File: config.mk
export PLATFORM = sky130hd
export DESIGN_NAME = ucode_sequencer
export DESIGN_NICKNAME = d
export VERILOG_FILES = /design/src/rtl/ucode_pkg.sv /design/src/rtl/ucode_len_rom.sv /design/src/rtl/ucode_sequencer.sv
export SDC_FILE = /design/constraint.sdc
export NUM_CORES = 1
export LEC_CHECK = 0
export ABC_AREA = 1
export CAP_MARGIN = 20
export CORE_UTILIZATION = 43
export CTS_CLUSTER_DIAMETER = 60
export DETAILED_ROUTE_END_ITERATION = 6
export PLACE_DENSITY_LB_ADDON = 0.05
export SYNTH_ARGS = -nofsm -noshare
export SYNTH_HDL_FRONTEND = slang
export SYNTH_SLANG_ARGS = --single-unit
File: constraint.sdc
create_clock -name clk -period 13.3 [get_ports clk]
set_clock_uncertainty 0.15 [all_clocks]
set_input_delay 2.66 -clock clk [delete_from_list [all_inputs] [get_ports clk]]
set_output_delay 2.66 -clock clk [all_outputs]
set_load 0.05 [all_outputs]
File: src/rtl/ucode_pkg.sv
// Shared types and constants for the microcode sequencer.
// The microcode length table is kept here so the future microcode ROM
// can index the same entries.
package ucode_pkg;

  localparam int UADDR_W_DEF = 6;

  typedef enum logic [1:0] {
    EMPTY  = 2'd0,
    SINGLE = 2'd1,
    MULTI  = 2'd2
  } state_e;

  // Number of uops minus one for each microcode entry. Index = entry.
  localparam logic [15:0][1:0] LEN_M1_TABLE = {
    2'd3,                                   // 15
    2'd0, 2'd0, 2'd0, 2'd0, 2'd0, 2'd0,     // 14..9
    2'd2,                                   // 8
    2'd0, 2'd0, 2'd0, 2'd0,                 // 7..4
    2'd2,                                   // 3
    2'd1,                                   // 2
    2'd1,                                   // 1
    2'd0                                    // 0
  };

endpackage

File: src/rtl/ucode_len_rom.sv
// Combinational 16x2 lookup: microcode entry -> uop count minus one.
module ucode_len_rom
  import ucode_pkg::*;
(
  input  logic [3:0] entry_i,
  output logic [1:0] len_m1_o
);

  assign len_m1_o = LEN_M1_TABLE[entry_i];

endmodule

File: src/rtl/ucode_sequencer.sv
// Microcode sequencer: expands each decoded instruction into 1-4 uops.
// Optional ROM-uop performance counter: define UCODE_PERF_CNT_EN.
module ucode_sequencer
  import ucode_pkg::*;
#(
  parameter int PAYLOAD_W = 128,
  parameter int UADDR_W   = UADDR_W_DEF
) (
  input  logic                 clk,
  input  logic                 reset,
  input  logic                 flush,
  input  logic                 in_valid,
  output logic                 in_ready,
  input  logic                 in_rom_in_control,
  input  logic [3:0]           in_rom_control,
  input  logic [PAYLOAD_W-1:0] in_payload,
  output logic                 out_valid,
  input  logic                 out_ready,
  output logic                 out_rom_active,
  output logic [UADDR_W-1:0]   out_uaddr,
  output logic                 out_first,
  output logic                 out_last,
  output logic [PAYLOAD_W-1:0] out_payload,
  output logic [31:0]          perf_rom_uops
);

  state_e               state_q, state_d;
  logic                 rom_q, rom_d;
  logic [3:0]           entry_q, entry_d;
  logic [1:0]           step_q, step_d;
  logic [1:0]           len_q, len_d;
  logic [PAYLOAD_W-1:0] payload_q, payload_d;

  logic [1:0] rom_len;
  logic [1:0] in_len;
  logic [1:0] step_inc;
  logic       load;
  logic       fire;

  ucode_len_rom u_len_rom (
    .entry_i  (in_rom_control),
    .len_m1_o (rom_len)
  );

  assign in_len   = in_rom_in_control ? rom_len : 2'd0;
  assign step_inc = step_q + 2'd1;

  // Handshake and output decode straight from the holding register.
  assign out_valid      = (state_q != EMPTY);
  assign fire           = out_valid && out_ready && !flush;
  assign out_last       = (state_q == SINGLE);
  assign out_first      = out_valid && (step_q == 2'd0);
  assign out_rom_active = out_valid && rom_q;
  assign out_uaddr      = out_rom_active ? UADDR_W'({entry_q, step_q}) : '0;
  assign out_payload    = payload_q;

  // in_ready depends only on state and out_ready, never on in_valid.
  always_comb begin
    in_ready = 1'b0;
    case (state_q)
      EMPTY:   in_ready = 1'b1;
      SINGLE:  in_ready = out_ready;
      default: in_ready = 1'b0;
    endcase
  end

  // Next-state: advance through steps, reload on accept, flush wins.
  always_comb begin
    state_d   = state_q;
    rom_d     = rom_q;
    entry_d   = entry_q;
    step_d    = step_q;
    len_d     = len_q;
    payload_d = payload_q;
    load      = 1'b0;
    case (state_q)
      EMPTY: load = in_valid;
      SINGLE: begin
        if (out_ready) begin
          if (in_valid) load = 1'b1;
          else          state_d = EMPTY;
        end
      end
      MULTI: begin
        if (out_ready) begin
          step_d = step_inc;
          if (step_inc == len_q) state_d = SINGLE;
        end
      end
      default: state_d = EMPTY;
    endcase
    if (load) begin
      rom_d     = in_rom_in_control;
      entry_d   = in_rom_control;
      step_d    = 2'd0;
      len_d     = in_len;
      payload_d = in_payload;
      state_d   = (in_len == 2'd0) ? SINGLE : MULTI;
    end
    if (flush) begin
      state_d   = EMPTY;
      step_d    = 2'd0;
      rom_d     = rom_q;
      entry_d   = entry_q;
      len_d     = len_q;
      payload_d = payload_q;
    end
  end

  // Holding register.
  always_ff @(posedge clk or posedge reset) begin
    if (reset) begin
      state_q   <= EMPTY;
      rom_q     <= 1'b0;
      entry_q   <= 4'd0;
      step_q    <= 2'd0;
      len_q     <= 2'd0;
      payload_q <= '0;
    end else begin
      state_q   <= state_d;
      rom_q     <= rom_d;
      entry_q   <= entry_d;
      step_q    <= step_d;
      len_q     <= len_d;
      payload_q <= payload_d;
    end
  end

`ifdef UCODE_PERF_CNT_EN
  logic [31:0] perf_q;

  // Count ROM uops actually handed downstream; only reset clears it.
  always_ff @(posedge clk or posedge reset) begin
    if (reset)                       perf_q <= 32'd0;
    else if (fire && out_rom_active) perf_q <= perf_q + 32'd1;
  end

  assign perf_rom_uops = perf_q;
`else
  assign perf_rom_uops = 32'd0;
`endif

endmodule

==> metrics <==
leakage power of the design 4.356 nW; Setup crit end kind output port; Netlist Area Pre-Place 5978 µm²; R2R depth 8; final slew viol count 0; Unique masters post-synth 23; diodes inserted 0; minimum setup slack in the final design 6307 ps; number of rows created at floorplan 42; drt total wl 16770 µm; power share of the combinational group 0.445; placed standard-cell area 8653 µm²; post-synthesis average cell area 8.639 µm²; area overhead of the layout relative to synthesis 55.21%; share of synthesized flip-flops with an asynchronous set or reset 1.000; cell depth of the worst min-delay path 2; first-pass GRT wire length 26650 µm; pre-CTS setup slack 6316 ps; wire length per cell 14.76 µm; Net Sw Power 0.8053 mW; Power Dens Cells 202.7 nW/µm²; DP HPWL 11390 µm; number of violations reported at the end of detailed-routing iteration 0 252; maximum number of pins on one net before global-route repair 132; number of vias in the routed layout 5498; Finished Cell Area 9279 µm²; Peak Freq 0.1430 GHz; area of the die 14380 µm²; final count of hold timing violations 0; internal power component 1.075 mW; worst max-slew margin expressed relative to the limit 0.2769; Yosys top cell by area dfrtp_1; kind of launch point of the worst setup path input port; Starting Density 0.4461; post-route total power 1.881 mW; clock tree from TritonCTS yes; worst IR drop on VDD 128.9 µV; post-synthesis instance total 692; CP required 10490 ps; post-cts hold buffer count 0; Clk Latency, worst-skew pair 410 ps; Setup-failing EPs final 0; Core Box Area 13400 µm²; Data arrival, critical path 4180 ps; number of synthesized flops with an enable pin 0; I/O pin cnt 309; overall routing resource usage 0.2401; cell types with the highest counts after synthesis nand2_1, dfrtp_1, o21ai_0, buf_4; shortest period the worst path allows 6993 ps; unrepaired setup endpoints after global routing no; fraction of synthesized cell area taken by the top area cell type 0.5818; height of the chip 119.9 µm; count of clock tree sinks 139; GR Overflow Total 0; CTS max path bufs 2; result of the run complete, no violations; largest cells by area after synthesis dfrtp_1, nand2_1, o21ai_0; setup TNS after final layout 0 ps; synthesis warning total 0; Worst Hold Class flop to flop; number of antenna violations at the first check in global routing 0; crit share post-route 0.5258; switching part of the total 0.4282; slew at the pin with the worst max-slew slack 1085 ps; max capacitance violation total 0; root cell of the clock tree clkbuf_16; CTS buffer count 17; # port buffers 276; DRC viols 0; post-CTS setup buffer count 0; via count of the first global-routing pass 5392; count of state elements after synthesis 139; cell with the most instances after synthesis nand2_1; clock transition time at the flip-flop clock pins of the worst setup and hold paths 60 ps; antenna-violating nets left 0; H-tree levels 4; sequential cell area fraction in the yosys report 0.5818; post-CTS sizing 0; DIE WIDTH 119.9 µm; clock power share 0.243; critical path class input port to output port; via-per-instance ratio 4.840; DR pass1 iterations 5; Final #Nets 1088; proportion of layout cells with a drive suffix above 1 0.04583; part of the total power dissipated in sequential elements 0.311; top_reg_cell synth dfrtp_1; worst-path fanout max 4; final weighted congestion in routability-driven placement 0.8058
[power by group through the flow]
| stage | logic (mW) | registers, mW | clock network, mW |
|---|---|---|---|
| final | 0.837 | 0.586 | 0.458 |
| after global routing | 0.882 | 0.599 | 0.486 |
| after detailed placement | 0.837 | 0.591 | 0 |
| after floorplan | 0.174 | 0.952 | 0 |
| after global placement | 0.829 | 0.584 | 0 |
| after CTS | 0.840 | 0.586 | 0.467 |
[cell type report]
class	count	area [µm²]
Tap cell	176	220.2
Sequential cell	139	3478
Timing Repair Buffer	281	2830
Inverter	23	93.84
Clock buffer	19	452.9
Multi-Input combinational cell	485	2078
Clock inverter	13	125.1
Fill cell	1066	4121
[cells by family after synthesis]
family                   count (synthesis)  share of synthesized area
AO/OA/AOI/OAI                          139                     0.1172
XOR/XNOR                                 2                   0.002931
adder cells (fa/ha/maj)                  3                   0.006279
buffers and inverters                   99                    0.09000
flip-flops                             139                     0.5818
other                                    1                  0.0006273
AND/OR/NAND/NOR                        309                     0.2011
[per-layer routing]
layer / track usage / wire, µm / vias up
met5: 0 / 0 / -
met4: 0.1391 / 782 / 0
met3: 0.09221 / 1555 / 58
met2: 0.3872 / 8231 / 242
met1: 0.2705 / 6203 / 2567
li1: - / - / 2631
[state kept, by name (all words and copies together) (netlist names)]
| signal | count |
|---|---|
| rom_q | 1 |
| step_q | 2 |
| state_q | 2 |
| entry_q | 4 |
| len_q | 2 |
| out_payload | 128 |
[worst paths after layout]
check	start	to	slack, ps
max in group asynchronous	reset	out_payload[75]	9130
min in group asynchronous	reset	out_payload[111]	2580
worst min register to register	out_payload[27]	out_payload[27]	330
worst max register to register	state_q[1]	out_payload[121]	10590
worst max-delay path	out_ready	in_ready	6310
worst min-delay path	out_payload[27]	out_payload[27]	330
[critical path, stage by stage]
cell	delay [ps]
clkdlybuf4s50_1	520
inv_1	70
a21oi_1	120
clkdlybuf4s50_1	810
[stage by stage]
stage | util | hold slack (ps) | instances
after floorplan | - | 334.3 | 723
after global placement | 0.6458 | 311.3 | 1102
after detailed placement | 0.6458 | 320.9 | 1102
after CTS | 0.6889 | 332.7 | 1134
after global routing | 0.6924 | 360.3 | 1136
final | 0.6924 | 329.0 | 1136
[cells in the final DEF (no fill, tap or decap), types with 3 or more instances in the layout]
cell	Yosys	final
buf_4	36	4
clkbuf_16	0	17
clkdlybuf4s50_1	0	275
clkinv_2	0	7
clkinvlp_4	0	4
conb_1	1	32
dfrtp_1	139	139
ha_1	3	3
inv_1	22	21
nand2_1	283	283
nand3_1	7	7
nor2_1	13	13
o21ai_0	125	125
o21ai_1	10	10
Power figures use the tool's default switching activity.
